`src/rtl/ax65_ram_req_ctrl.sv`:
```
// ax65_ram_req_ctrl: valid/ready request front-end for the AX65 byte-write RAM with a credit-protected read response FIFO.
// Optional feature: define AX65_RAM_REQ_REG_EN to register the RAM drive pins (adds one cycle of read latency).
module ax65_ram_req_ctrl #(
  parameter int ADDR_WIDTH   = 5,
  parameter int DATA_BYTE    = 4,
  parameter int BIT_PER_BYTE = 8,
  parameter int FIFO_DEPTH   = 3
) (
  input  logic                                i_clk,
  input  logic                                i_rst_n,
  input  logic                                i_req_valid,
  output logic                                o_req_ready,
  input  logic                                i_req_write,
  input  logic [ADDR_WIDTH-1:0]               i_req_addr,
  input  logic [DATA_BYTE*BIT_PER_BYTE-1:0]   i_req_wdata,
  input  logic [DATA_BYTE-1:0]                i_req_bwe,
  output logic                                o_rsp_valid,
  input  logic                                i_rsp_ready,
  output logic [DATA_BYTE*BIT_PER_BYTE-1:0]   o_rsp_rdata,
  output logic                                o_ram_cs,
  output logic [DATA_BYTE-1:0]                o_ram_bwe,
  output logic [ADDR_WIDTH-1:0]               o_ram_addr,
  output logic [DATA_BYTE*BIT_PER_BYTE-1:0]   o_ram_din,
  input  logic [DATA_BYTE*BIT_PER_BYTE-1:0]   i_ram_dout,
  output logic                                o_busy
);

  localparam int DW = DATA_BYTE * BIT_PER_BYTE;
  localparam int PW = (FIFO_DEPTH > 1) ? $clog2(FIFO_DEPTH) : 1;
  localparam int CW = $clog2(FIFO_DEPTH + 1);
  localparam logic [CW:0]   DEPTH_C = (CW + 1)'(FIFO_DEPTH);
  localparam logic [CW-1:0] FULL_C  = CW'(FIFO_DEPTH);
  localparam logic [PW-1:0] LAST_C  = PW'(FIFO_DEPTH - 1);

  if (FIFO_DEPTH < 2) begin : g_depth_chk
    $error("ax65_ram_req_ctrl: FIFO_DEPTH must be at least 2");
  end

  function automatic logic [PW-1:0] ptr_inc(input logic [PW-1:0] p);
    return (p == LAST_C) ? '0 : p + 1'b1;
  endfunction

  logic          accept;
  logic          rd_accept;
  logic          issue;
  logic          push;
  logic          pop;
  logic [1:0]    inflight;
  logic [CW:0]   used;

  logic [CW-1:0] count_q, count_d;
  logic [PW-1:0] wr_ptr_q, wr_ptr_d;
  logic [PW-1:0] rd_ptr_q, rd_ptr_d;
  logic [DW-1:0] mem_q [FIFO_DEPTH];

  // Credit check uses only registered occupancy so ready never depends on the request or a same-cycle pop.
  always_comb begin
    used        = (CW + 1)'(count_q) + (CW + 1)'(inflight);
    o_req_ready = used < DEPTH_C;
    accept      = i_req_valid & o_req_ready;
    rd_accept   = accept & ~i_req_write;
    issue       = accept & ~(i_req_write & (i_req_bwe == '0));
  end

`ifdef AX65_RAM_REQ_REG_EN
  if (FIFO_DEPTH < 4) begin : g_tput_chk
    $warning("ax65_ram_req_ctrl: FIFO_DEPTH < 4 limits read throughput with registered RAM drive");
  end

  logic [1:0]            infl_q, infl_d;
  logic                  ram_cs_q, ram_cs_d;
  logic [DATA_BYTE-1:0]  ram_bwe_q, ram_bwe_d;
  logic [ADDR_WIDTH-1:0] ram_addr_q, ram_addr_d;
  logic [DW-1:0]         ram_din_q, ram_din_d;

  // Stage 0 marks the cycle the registered cs reaches the RAM; stage 1 is when its data returns.
  always_comb begin
    infl_d     = {infl_q[0], rd_accept};
    ram_cs_d   = issue;
    ram_bwe_d  = (accept & i_req_write) ? i_req_bwe : '0;
    ram_addr_d = i_req_addr;
    ram_din_d  = i_req_wdata;
    inflight   = {1'b0, infl_q[0]} + {1'b0, infl_q[1]};
    push       = infl_q[1];
    o_ram_cs   = ram_cs_q;
    o_ram_bwe  = ram_bwe_q;
    o_ram_addr = ram_addr_q;
    o_ram_din  = ram_din_q;
  end

  // Registered RAM drive and two-stage read tracking.
  always_ff @(posedge i_clk or negedge i_rst_n) begin
    if (!i_rst_n) begin
      infl_q     <= '0;
      ram_cs_q   <= 1'b0;
      ram_bwe_q  <= '0;
      ram_addr_q <= '0;
      ram_din_q  <= '0;
    end else begin
      infl_q     <= infl_d;
      ram_cs_q   <= ram_cs_d;
      ram_bwe_q  <= ram_bwe_d;
      ram_addr_q <= ram_addr_d;
      ram_din_q  <= ram_din_d;
    end
  end
`else
  logic infl_q, infl_d;

  // Combinational RAM drive; a read accepted now returns data next cycle.
  always_comb begin
    infl_d     = rd_accept;
    inflight   = {1'b0, infl_q};
    push       = infl_q;
    o_ram_cs   = issue;
    o_ram_bwe  = (accept & i_req_write) ? i_req_bwe : '0;
    o_ram_addr = i_req_addr;
    o_ram_din  = i_req_wdata;
  end

  // Single-stage read tracking.
  always_ff @(posedge i_clk or negedge i_rst_n) begin
    if (!i_rst_n) infl_q <= 1'b0;
    else          infl_q <= infl_d;
  end
`endif

  // FIFO bookkeeping; push is unconditional because credit reserved the slot at accept time.
  always_comb begin
    pop         = o_rsp_valid & i_rsp_ready;
    count_d     = count_q + CW'(push) - CW'(pop);
    wr_ptr_d    = push ? ptr_inc(wr_ptr_q) : wr_ptr_q;
    rd_ptr_d    = pop ? ptr_inc(rd_ptr_q) : rd_ptr_q;
    o_rsp_valid = count_q != '0;
    o_rsp_rdata = mem_q[rd_ptr_q];
    o_busy      = (inflight != 2'd0) | (count_q != '0);
  end

  // FIFO occupancy and pointers; reset discards everything in flight or queued.
  always_ff @(posedge i_clk or negedge i_rst_n) begin
    if (!i_rst_n) begin
      count_q  <= '0;
      wr_ptr_q <= '0;
      rd_ptr_q <= '0;
    end else begin
      count_q  <= count_d;
      wr_ptr_q <= wr_ptr_d;
      rd_ptr_q <= rd_ptr_d;
    end
  end

  // FIFO storage captures RAM read data in the cycle after the RAM saw the read.
  always_ff @(posedge i_clk) begin
    if (push) mem_q[wr_ptr_q] <= i_ram_dout;
  end

  a_no_overflow: assert property (@(posedge i_clk) disable iff (!i_rst_n) push |-> (count_q < FULL_C))
    else $error("ax65_ram_req_ctrl: push into full response FIFO");

  a_no_underflow: assert property (@(posedge i_clk) disable iff (!i_rst_n) pop |-> (count_q != '0))
    else $error("ax65_ram_req_ctrl: pop from empty response FIFO");

endmodule

```
`config.mk`:
```
export PLATFORM = sky130hd
export DESIGN_NAME = ax65_ram_req_ctrl
export DESIGN_NICKNAME = d
export VERILOG_FILES = /design/src/rtl/ax65_ram_req_ctrl.sv
export SDC_FILE = /design/constraint.sdc
export NUM_CORES = 1
export LEC_CHECK = 0
export CAP_MARGIN = 30
export CORE_UTILIZATION = 35
export DETAILED_ROUTE_END_ITERATION = 10
export PLACE_DENSITY_LB_ADDON = 0.2
export SYNTH_ARGS = -nofsm -noshare
export SYNTH_HDL_FRONTEND = slang
export SYNTH_SLANG_ARGS = --single-unit
```
`constraint.sdc`:
```
create_clock -name i_clk -period 4.6 [get_ports i_clk]
set_input_delay 0.69 -clock i_clk [delete_from_list [all_inputs] [get_ports i_clk]]
set_output_delay 0.69 -clock i_clk [all_outputs]
set_load 0.05 [all_outputs]
```
### Yosys cells after proc, flatten, opt, wreduce, memory -nomap -nowiden

Memory sizes are Yosys's and may differ from the RTL's.
Index checks and enable logic that the tools add are counted.

* register bits after elaboration: 7
* RAM bits: 96
* bits of input ports: 78
* output and inout bits: 77
* word-level logic and storage cells: 29
* memories kept: 1

Memories
* mem_q: depth 3, width 32, rd ports 1, clocked after memory_dff 0, wr ports 1, line 54 `logic [DW-1:0] mem_q [FIFO_DEPTH];`

* add/sub/neg operators: 5
* magnitude comparators: 1
* equality and inequality tests: 2
* mux-type cells: 5
* bitwise gates (word level): 9
* reduce and logical (&&, ||, !) cells: 2

Operators with widths (number)
* 1-bit AND: 6
* 2-bit by 1-bit adder with 2-bit output, second input constant: 2
* 2-bit == test, second input constant: 2
* 4-bit logical NOT: 1
* 2-bit two-way mux: 2
* 4-bit two-way mux: 1
* 2-bit by 1-bit adder with 3-bit output: 1
* 3-bit by 2-bit < comparator with 1-bit output, second input constant: 1
* 2-bit by 1-bit adder with 2-bit output: 1
* 1-bit two-way mux: 2
* 1-bit inverter: 2
* 2-bit nonzero test: 1
* 2-bit by 1-bit subtractor with 2-bit output: 1
* 1-bit OR: 1

### Logic depth before layout (Yosys ltp)

* depth after elaboration: 5
* gate-level depth with buffers: 7
* depth with buffers taken out: 7

### Least setup slack after synthesis

OpenSTA, ideal clock, no wires.

* kind: register to register
* start: register infl_q
* end: memory mem_q[0][0] (netlist bit) (enable)
* setup time: 0.471 ns
* arrival time: 2.856 ns
* data required time: 4.129 ns
* setup slack: 1.273 ns
* cell stages (with the launch flop): 2
* buffers on the path: 0
* period minus slack after synthesis: 3.327 ns
* path through: dfrtp_1 -> nor3b_1

* longest elaborated chain between the ends: 2

RTL lines
* start: declaration: line 108 `logic infl_q, infl_d;`
* start signal: assignment: line 124 `else infl_q <= infl_d;`
* 1-bit two-way mux: line 154 `if (push) mem_q[wr_ptr_q] <= i_ram_dout;`
* 1-bit two-way mux (implied by the code): line 154
* end: declaration: line 54

No other way between the ends.

### Worst setup path in the final report

* start: register infl_q
* end: output port o_ram_cs

* longest elaborated chain between the ends: 4

RTL lines
* 2-bit by 1-bit adder with 3-bit output: line 58 `used = (CW + 1)'(count_q) + (CW + 1)'(inflight);`
* 3-bit by 2-bit < comparator with 1-bit output: line 59 `o_req_ready = used < DEPTH_C;`
* 1-bit AND: line 60 `accept = i_req_valid & o_req_ready;`
* 1-bit AND: line 62 `issue = accept & ~(i_req_write & (i_req_bwe == '0));`
* end: declaration: line 20 `output logic o_ram_cs,`

No other way between the ends.

==> results.cfg <==
[status]
status = finished, final reports clean

[grt]
antenna_found_initial = 0
grt_pass1_vias = 2276
grt_pass1_wl_mm = 11.6
grt_max_degree = 44
grt_usage_pct = 12.5
overflow = 0

[logic_synthesis]
syn_area_per_cell_um2 = 15.1
yosys_warnings = 0
ys.flop_type = edfxtp_1
synth_cells = 283
ys_top_cells_by_count = edfxtp_1 (96), buf_4 (37), nand2_1 (37)
yosysMostFrequentCell = edfxtp_1
syn_area_um2 = 4280
yosys.area.top_type_share_pct = 67.4
synth_edf_count = 96
synth-async-reset-ratio_pct = 6.80
synth_top_area_cell = edfxtp_1
ys_ff_latch = 103
yosysUniqueCellTypes = 27
syn_nets = 365
ys_top_cells_by_area = edfxtp_1 (67%), mux2i_1 (7.5%), buf_4 (6.5%)
ys_seq_area_share_pct = 71.5

[clock_tree]
h-tree-depth = 3
cts_sinks = 103
clockRootBuffer = clkbuf_16
cts_tree = built
clock_path_buffers = 2
clk_transition_reported_paths_ps = 60
postCtsSetupRepairBufs = 0
clock_latency_ps = 340
post_cts_resize_count = 0
cts_buffers = 9
ctsHoldBuffers = 0

[power_and_ir_drop]
pwr_density_cell_nw_per_um2 = 677
peakVddDrop_mv = 0.258
total_leakage_power_uw = 0.00183

[layout]
multiInputGateArea_um2 = 835
n_antenna_cell = 0
num-nets-final = 413
drive_gt1_share_pct = 7.44
stdcell_area_um2 = 5260
seqCellArea_um2 = 3060
fillers = 1062
area_growth_pct = 23.1

[setup_path]
critPathLaunch = infl_q
required_ps = 3910
critPathMaxFanout = 7
endpoint_kind = output pin
r2r_setup_slack_ps = 2920
crit_top_cell = ha_1
crit_path_top_delay_cell = clkdlybuf4s50_1
worstSetupStartpointType = flop
cp.arrival_ps = 2560
critPathKind = flop to output pin
worstRegToRegCells = 7
r2r_start = count_q[0]
crit_chain = ha_1, ha_1, a21o_1, a211oi_1, clkdlybuf4s50_1
timing.rr.end = count_q[1]
critical-path-max-stage-delay_ps = 840

[sta]
fmax_mhz = 308
finalSetupViolations = 0
fin_crit_ps = 3250
worstMarginPinSlew_ps = 876
fin_setup_tns_ps = 0
skew_ps = 5.32
max_slew_margin_pct = 41.6
fin_crit_sh_pct = 70.6
rsz0062_at_grt = false
report.final.slew_viol_count = 0
finalHoldViolations = 0

[min_path]
holdPathEnd = count_q[1]
min_path_cells = 1
hp-class = flop to flop
worstHoldStart = count_q[1]

[drt]
first_pass_iters = 4
drt_iter0_markers = 98
viasPerCell = 4.64
avgRoutedWirePerCell_um = 15.4
finalWirelength_mm = 7.45
route.detailed.drc = 0
ant_nets = 0
vias = 2241

[die]
start_util_pct = 35.8
die_x_um = 113
core_um2 = 12000
io_pins = 155
die_h_um = 113
dieArea_um2 = 12700
placement_rows = 40

[placement]
port_buffers = 80
hpwlAfterDp_mm = 4.79
gp_congestion = 0.671
place_area_um2 = 4980

[flow_run]
drv_cap = 0
-- critical path: cells and delay by family (launching register included) --
| family | cells | cell delay, ps |
|---|---|---|
| flops | 1 | 440 |
| compound gates | 2 | 480 |
| buf+inv | 1 | 840 |
| fa+ha+maj | 2 | 470 |
-- metal layers --
layer	track usage (%)	vias up	part of all wire, %
met5	0	-	0
met4	10.8	0	5.5
met3	2.75	37	5.9
met2	19.7	68	46
met1	14.5	1042	43
li1	-	1094	-
-- kinds of logic after synthesis --
kind of cell	count (synthesis)	synth area share, %
and+or+nand+nor	50	5.03
buffers and inverters	53	9.30
AOI/OAI and AO/OA	37	4.56
xor gates and xnor gates	2	0.410
muxes	34	8.02
adders and majority gates	4	1.17
DFF	103	71.5
-- cell usage in the layout, fill, tap and decap left out, types with 2 or more instances in the layout --
master | netlist | routed
buf_12 | 1 | 2
ha_1 | 4 | 4
clkinv_1 | 0 | 3
mux2_2 | 2 | 2
clkbuf_16 | 0 | 9
clkbuf_1 | 1 | 2
xnor2_1 | 2 | 2
clkdlybuf4s50_1 | 0 | 80
o21ai_1 | 29 | 29
nand2_1 | 37 | 37
edfxtp_1 | 96 | 96
mux2i_1 | 32 | 32
dfrtp_1 | 7 | 5
inv_1 | 5 | 5
buf_4 | 37 | 2
nor3_1 | 5 | 5
dfrtp_2 | 0 | 2
a21o_1 | 3 | 3
o21ai_0 | 4 | 4
-- where the power goes --
part / internal (uW) / leakage (uW) / switching, uW
Sequential: 1160 / 0.000955 / 109
Combinational: 558 / 0.000741 / 1010
Clock: 416 / 0.000132 / 306
-- registers in the layout, indices dropped and copies added (netlist names) --
name,flops
count_q,2
mem_q,96
infl_q,1
rd_ptr_q,2
wr_ptr_q,2
-- layout make-up --
class                   count  share of cell area, %
clock buffers              11                   4.42
clock inverters             5                  0.927
inverters                   5                  0.357
multi-input cells         127                   15.9
flip-flops and latches    103                   58.2
well taps                 147                   3.49
repair buffers             85                   16.8
-- stage by stage --
step | utilization, % | std cells | worst slack [ps] | hold slack (ps) | total power, uW
detailed placement | 41.6 | 467 | 1600 | 544 | 2890
floorplan | - | 283 | 1270 | 394 | 2480
global route | 44.0 | 483 | 1270 | 587 | 3730
finish | 44.0 | 483 | 1350 | 553 | 3560
global placement | 41.1 | 464 | 1580 | 524 | 2840
CTS | 44.0 | 483 | 1320 | 555 | 3610
-- worst max path at each step --
stage                      to  slack (ps)  depth (start not counted)
3_3_place_gp   o_rsp_rdata[3]        1580                          3
6_report             o_ram_cs        1350                          5
5_1_grt          o_ram_bwe[1]        1270                          5
2_1_floorplan     mem_q[0][0]        1270                          1
3_5_place_dp         o_ram_cs        1600                          4
4_1_cts              o_ram_cs        1320                          5
Power figures use the tool's default switching activity.
